`src/rtl/pipelined_add_sub.sv`:
```
// pipelined_add_sub: WIDTH-bit ripple-carry adder/subtractor split into STAGES registered slices with valid/ready flow control
module pipelined_add_sub #(
    parameter int WIDTH  = 16,
    parameter int STAGES = 4
) (
    input  logic             clk,
    input  logic             rst_n,
    input  logic             in_valid,
    output logic             in_ready,
    input  logic [WIDTH-1:0] A,
    input  logic [WIDTH-1:0] B,
    input  logic             Cin,
    input  logic             Sub,
    output logic             out_valid,
    input  logic             out_ready,
    output logic [WIDTH-1:0] Sum,
    output logic             Cout,
    output logic             Ovf
);
    localparam int SW = WIDTH / STAGES;

    logic [STAGES-1:0] valid_q, valid_d;
    logic              advance;
    logic              ovf_q, ovf_d;

    // One global enable: the whole pipe moves only when the output slot is free or being drained.
    assign out_valid = valid_q[STAGES-1];
    assign in_ready  = !out_valid || out_ready;
    assign advance   = in_ready;
    assign valid_d   = (valid_q << 1) | STAGES'(in_valid);

    // Token valid bits shift with the data; bubbles keep their place during a stall.
    always_ff @(posedge clk or negedge rst_n) begin
        if (!rst_n) valid_q <= '0;
        else if (advance) valid_q <= valid_d;
    end

    for (genvar k = 0; k < STAGES; k++) begin : g_st
        // RW: operand bits not yet consumed when entering slice k; DW: result bits resolved after slice k.
        localparam int RW = WIDTH - k * SW;
        localparam int DW = (k + 1) * SW;

        logic [RW-1:0] a_in, b_in;
        logic          sub_in, c_in;
        logic [SW-1:0] b_eff, s_d;
        logic          c_d;
        logic [DW-1:0] sum_d, sum_q;
        logic          c_q;

        if (k == 0) begin : g_src
            // Slice 0 works straight off the ports; subtract turns the borrow-in into an inverted carry-in.
            assign a_in   = A;
            assign b_in   = B;
            assign sub_in = Sub;
            assign c_in   = Cin ^ Sub;
            assign sum_d  = s_d;
        end else begin : g_src
            logic [RW-1:0] a_q, b_q;
            logic          sub_q;

            // Skew registers: unprocessed upper operand bits and the token's mode follow it down the pipe.
            always_ff @(posedge clk or negedge rst_n) begin
                if (!rst_n) begin
                    a_q   <= '0;
                    b_q   <= '0;
                    sub_q <= 1'b0;
                end else if (advance) begin
                    a_q   <= g_st[k-1].a_in[RW+SW-1:SW];
                    b_q   <= g_st[k-1].b_in[RW+SW-1:SW];
                    sub_q <= g_st[k-1].sub_in;
                end
            end

            assign a_in   = a_q;
            assign b_in   = b_q;
            assign sub_in = sub_q;
            assign c_in   = g_st[k-1].c_q;
            assign sum_d  = {s_d, g_st[k-1].sum_q};
        end

        assign b_eff      = b_in[SW-1:0] ^ {SW{sub_in}};
        assign {c_d, s_d} = (SW + 1)'(a_in[SW-1:0]) + (SW + 1)'(b_eff) + (SW + 1)'(c_in);

        // Deskew register: resolved low bits plus this slice's bits, and the carry into the next slice.
        always_ff @(posedge clk or negedge rst_n) begin
            if (!rst_n) begin
                sum_q <= '0;
                c_q   <= 1'b0;
            end else if (advance) begin
                sum_q <= sum_d;
                c_q   <= c_d;
            end
        end
    end

    // Carry into the MSB is recovered as sum ^ a ^ b at that bit, so overflow needs no extra tap in the adder.
    assign ovf_d = g_st[STAGES-1].c_d ^ g_st[STAGES-1].s_d[SW-1]
                 ^ g_st[STAGES-1].a_in[SW-1] ^ g_st[STAGES-1].b_eff[SW-1];

    // Overflow is only known once the top slice resolves, so it is registered alongside the final sum.
    always_ff @(posedge clk or negedge rst_n) begin
        if (!rst_n) ovf_q <= 1'b0;
        else if (advance) ovf_q <= ovf_d;
    end

    assign Sum  = g_st[STAGES-1].sum_q;
    assign Cout = g_st[STAGES-1].c_q;
    assign Ovf  = ovf_q;
endmodule

```
`config.mk`:
```
export PLATFORM = sky130hd
export DESIGN_NAME = pipelined_add_sub
export DESIGN_NICKNAME = d
export VERILOG_FILES = /design/src/rtl/pipelined_add_sub.sv
export SDC_FILE = /design/constraint.sdc
export NUM_CORES = 1
export LEC_CHECK = 0
export CAP_MARGIN = 25
export CORE_ASPECT_RATIO = 1.4
export CORE_MARGIN = 1.5
export CORE_UTILIZATION = 35
export DETAILED_ROUTE_END_ITERATION = 10
export PLACE_DENSITY_LB_ADDON = 0.15
export SYNTH_ARGS = -nofsm -noshare
export SYNTH_HDL_FRONTEND = slang
export SYNTH_SLANG_ARGS = --single-unit
export TNS_END_PERCENT = 30
```
`constraint.sdc`:
```
create_clock -name clk -period 2.1 [get_ports clk]
set_input_delay 0.63 -clock clk [delete_from_list [all_inputs] [get_ports clk]]
set_output_delay 0.63 -clock clk [all_outputs]
set_load 0.1 [all_outputs]
```
Word-level counts from Yosys, hierarchy flattened
Cells that the tools add are included.
{ "word_totals": {"inputBits": 38, "out_inout_bits": 20, "regBits": 100} }
{ "classes": {"n_reduce_logical": 2, "addsub": 8, "bitwise_logic": 9} }
{ "ops": {"columns": ["op", "n"], "rows": [
  ["$add 4x4->5", 4],
  ["$add 5x1->5", 4],
  ["$xor 4x4->4", 4],
  ["$or 4x1->4", 1],
  ["$xor 1x1->1", 4],
  ["$logic_not 1->1", 1],
  ["$logic_or 1x1->1", 1]
]} }

Longest topological paths before layout
{ "depth": {"depth_word": 6, "mapped_depth": 10, "depth_no_buf": 9} }

Least setup slack after synthesis
No wires, ideal clock.
{ "synth_timing": {"path_type": "register to output", "startpoint": "reg valid_q[3]", "endpoint": "out in_ready", "t_arrival_ps": 2154, "path_buffers": 1, "setup_slack_ps": -684, "path_stages_with_launch": 4, "path_cell_list": "dfrtp_1 -> nor2b_1 -> inv_2 -> clkbuf_1"} }
{ "synth_between": {"elab_chain_len": 2} }
{ "synth_rtl": {"columns": ["element", "line", "source"], "rows": [
  ["start, declared", "22", "logic [STAGES-1:0] valid_q, valid_d;"],
  ["start signal, assigned", "35", "else if (advance) valid_q <= valid_d;"],
  ["$logic_not 1->1", "28", "assign in_ready = !out_valid || out_ready;"],
  ["$logic_or 1x1->1", "28", null],
  ["end, declared", "9", "output logic in_ready,"]
]} }
Every way passes these cells.

Worst setup path in the final report
{ "layout_timing": {"startpoint": "reg g_st[3].g_src.sub_q", "endpoint": "reg ovf_q (netlist: Ovf)"} }
{ "layout_between": {"elab_chain_len": 6} }
{ "layout_rtl": {"columns": ["element", "line", "source"], "rows": [
  ["start, declared", "59", "logic sub_q;"],
  ["start signal, assigned", "70", "sub_q <= g_st[k-1].sub_in;"],
  ["$xor 4x4->4 (*)", "81", "assign b_eff = b_in[SW-1:0] ^ {SW{sub_in}};"],
  ["$add 4x4->5", "82", "assign {c_d, s_d} = (SW + 1)'(a_in[SW-1:0]) + (SW + 1)'(b_eff) + (SW + 1)'(c_in);"],
  ["$add 5x1->5", "82", null],
  ["$xor 1x1->1", "97", "assign ovf_d = g_st[STAGES-1].c_d ^ g_st[STAGES-1].s_d[SW-1]"],
  ["$xor 1x1->1", "98", "^ g_st[STAGES-1].a_in[SW-1] ^ g_st[STAGES-1].b_eff[SW-1];"],
  ["$xor 1x1->1 (*)", "98", null],
  ["end signal, assigned", "103", "else if (advance) ovf_q <= ovf_d;"],
  ["end, declared", "24", "logic ovf_q, ovf_d;"]
]} }
Every way passes the cells marked *; elsewhere a longest branch is shown, timed or not.
A chain may end at the register's enable or synchronous reset.

==> flow_metrics.tcl <==
set metrics [dict create \
    cp_slowest_cell "dfrtp_1" \
    die_w_um 97.9 \
    synth-main-ff-cell "dfrtp_1" \
    synth_nets 540 \
    hp-class "in2async" \
    globalRoute.totalOverflow 0 \
    rsz0062_at_grt "true" \
    max_freq_mhz 492 \
    coreArea_mm2 0.0123 \
    layout.nets 601 \
    ys_seq_area_share_pct 56.8 \
    die-height_um 136 \
    wl_per_cell_um 11.2 \
    p_sw_share_pct 42.6 \
    remaining_drc_errors 0 \
    die-area_mm2 0.0133 \
    grt_use_total_pct 13.1 \
    synth_top_area_share_pct 56.8 \
    criticalPathCategory "reg2reg" \
    p_switching_mw 4.41 \
    postSynthCellCount 482 \
    tightestPinTransition_ns 0.467 \
    critical_path.max_fanout 2 \
    wl_met3_um 211 \
    cp-end-kind "flip-flop" \
    ys_warn_count 0 \
    drive_gt1_share_pct 12.2 \
    place_area_mm2 0.00545 \
    dp_hpwl_um 5460 \
    skew_ns 0.00496 \
    peakVddDrop_uv 650 \
    slew_viol_final 0 \
    crit_chain "xnor2_2, fa_2, inv_1, fa_1, a21o_1, a21oi_2, xnor2_1, xnor2_1, o21ai_1" \
    p_total_mw 10.4 \
    h-tree-depth 3 \
    ys_top_cells_by_area "dfrtp_1 57%, nand2_1 22%, xor2_1 3.8%, fa_1 3.6%, ha_1 3.4%" \
    outcome "completed" \
    period_share_pct 96.8 \
    dr.first_iter.drc_count 91 \
    fin_area_mm2 0.00578 \
    relSlewSlack_pct 68.8 \
    clock_latency_ns 0.34 \
    pwr-share-clk_pct 15.4 \
    wl_met2_um 3830 \
    clk_pin_slew_ns 0.06 \
    top_layer "met4" \
    p_per_area_mw_per_mm2 1790 \
    wl_met1_um 3590 \
    synth_edf_count 0 \
    drtAntennaViolNets 0 \
    crit_arrival_ns 2.25 \
    cp_data_required_time_ns 2.32 \
    design.portCount 58 \
    synthesis.area_mm2 0.00441 \
    p_seq_share_pct 32.5 \
    p_int_mw 5.95 \
    cp-start-kind "flip-flop" \
    routed_wl_um 7780 \
    finalHoldViolCount 0 \
    avgViaCountPerCell 4.38 \
    max_stage_delay_ns 0.40 \
    antenna_found_initial 0 \
    setup_viol 0 \
    firstDrtPassIters 4 \
    p_leak_nw 2.97 \
    fill_cells 1207 \
    grt_max_degree 61 \
    grt_pass1_vias 3076 \
    synth.distinct_cells 23 \
    numCtsBuffers 9 \
    gp_congestion 0.727 \
    n_antenna_cell 0 \
    io_buffers 57 \
    combPwrFrac_pct 52.1 \
    dr_total_vias 3060 \
    drv_cap 0 \
    cts_tree "yes" \
    fp-row-count 48 \
    crit_top_cell "xnor2_1" \
    grt_pass1_wl_um 13900 \
    cts_root_buf "clkbuf_16" \
    period_minus_slack_ns 2.03 \
    synth.avg_cell_area_um2 9.15 \
    clk_path_buf_depth 2 \
    synth-seq-cells 100 \
    start_util_pct 35.8 \
    postSynth.asyncResetShare_pct 100 \
    area_growth_pct 31.0 \
    synth_top_cell_by_area "dfrtp_1" \
    cts.sinks 100 \
]
[critical path: cells and delay by family, from the launching register on]
family | cells | cell delay [ns]
buffers and inverters | 1 | 0.05
XOR/XNOR | 3 | 0.45
flip-flops | 1 | 0.40
AO/OA/AOI/OAI | 3 | 0.40
adder cells (fa/ha/maj) | 2 | 0.60
[layer usage]
metal  vias up  track usage (%)
met1      1406             16.0
met2        40             22.1
met3         8             2.43
met5         -                0
li1       1606                -
met4         0             6.67
[logic make-up after synthesis]
family	count (synthesis)	share of synthesized area, %
AOI/OAI and AO/OA	33	4.28
xor gates and xnor gates	27	5.53
adders and majority gates	20	7.04
buffers and inverters	36	3.58
DFF	100	56.8
and+or+nand+nor	266	22.8
[sequential cells by signal, indices dropped and copies added, names as in the netlist]
name,flops
g_st.c_q,3
g_st.sum_q,24
valid_q,4
Sum,16
g_st.a_in,24
Cout,1
Ovf,1
g_st.g_src.sub_q,3
g_st.b_in,24
[synth_stat cells, drive strengths merged (2+ instances only)]
cell	number
inv	11
nor2	6
xnor2	7
clkbuf	11
o21ai	13
dfrtp	100
xor2	20
nand2	257
a21o	6
buf	14
a21oi	12
ha	12
fa	8
nor2b	2
[per-stage QoR]
step / cells / util [%] / TNS, ns / hold WS, ns / setup WS [ns]
after global routing: 698 / 46.9 / -0.0450 / 0.274 / -0.0450
after CTS: 697 / 46.6 / -0.00816 / 0.246 / -0.00816
after detailed placement: 681 / 44.2 / -1.47 / 0.454 / -0.436
final: 698 / 46.9 / 0 / 0.232 / 0.0680
after floorplan: 482 / - / -0.0391 / 0.334 / -0.0391
after global placement: 681 / 44.2 / -1.27 / 0.449 / -0.366
[placed cells by master, fill, tap and decap left out]
| cell type | synthesis | final |
|---|---|---|
| buf_12 | 0 | 25 |
| clkinv_2 | 0 | 4 |
| xor2_2 | 1 | 2 |
| nor2_1 | 6 | 6 |
| a211oi_1 | 1 | 1 |
| clkdlybuf4s50_1 | 0 | 33 |
| o21ai_1 | 11 | 11 |
| a21o_1 | 6 | 6 |
| a21oi_2 | 1 | 1 |
| fa_1 | 8 | 4 |
| clkinv_4 | 0 | 2 |
| fa_2 | 0 | 4 |
| clkbuf_16 | 0 | 9 |
| dlygate4sd2_1 | 0 | 2 |
| a21oi_1 | 11 | 11 |
| dfrtp_2 | 0 | 1 |
| nand2_1 | 257 | 257 |
| dlymetal6s2s_1 | 0 | 1 |
| nand2b_1 | 1 | 1 |
| nor2b_4 | 0 | 1 |
| xnor2_1 | 7 | 6 |
| dfrtp_1 | 100 | 99 |
| ha_1 | 12 | 12 |
| inv_2 | 1 | 1 |
| o21ai_0 | 2 | 2 |
| a22oi_1 | 1 | 1 |
| bufinv_16 | 0 | 1 |
| inv_1 | 10 | 10 |
| nor2b_2 | 0 | 1 |
| buf_4 | 0 | 14 |
| xor2_1 | 19 | 18 |
| xnor2_2 | 0 | 1 |
[power groups by stage]
stage | logic (mW) | registers (mW) | clock network (mW)
after CTS | 5.44 | 3.37 | 1.67
after floorplan | 2.55 | 4.51 | 0
after global routing | 5.98 | 3.48 | 1.74
final | 5.40 | 3.36 | 1.60
after detailed placement | 5.43 | 3.41 | 0
after global placement | 5.32 | 3.38 | 0
[what timing repair did]
item / CTS / global route
hold endpoints to repair: 0 / 0
resized for setup: 3 / 7
pin swaps: 1 / 3
endpoints found under the setup margin: 3 / 4
hold buffers: 0 / 0
buffers inserted: 0 / 1
[final cells by class]
class	count	area, um2	share of cell area (%)
Clock inverter	7	67.6	1.17
Tap cell	150	188	3.25
Timing Repair Buffer	75	966	16.7
Sequential cell	100	2500	43.3
Multi-Input combinational cell	346	1780	30.9
Inverter	11	41.3	0.715
Clock buffer	9	225	3.90
[path summary, 6_finish.rpt]
| path | startpoint | endpoint | slack [ns] | cells past startpoint |
|---|---|---|---|---|
| max in group asynchronous | rst_n | Sum[11]$_DFFE_PN0P_ | 1.29 | 2 |
| setup reg to reg | g_st[3].g_src.sub_q$_DFFE_PN0P_ | Ovf$_DFFE_PN0P_ | 0.07 | 9 |
| min in group clk | g_st[2].sum_q[2]$_DFFE_PN0P_ | g_st[2].sum_q[2]$_DFFE_PN0P_ | 0.47 | 2 |
| hold reg to reg | g_st[2].sum_q[2]$_DFFE_PN0P_ | g_st[2].sum_q[2]$_DFFE_PN0P_ | 0.47 | 2 |
| setup / recovery | g_st[3].g_src.sub_q$_DFFE_PN0P_ | Ovf$_DFFE_PN0P_ | 0.07 | 9 |
| hold / removal | rst_n | g_st[1].b_in[1]$_DFFE_PN0P_ | 0.23 | 1 |
No activity file was read; power rests on OpenSTA's default activity.
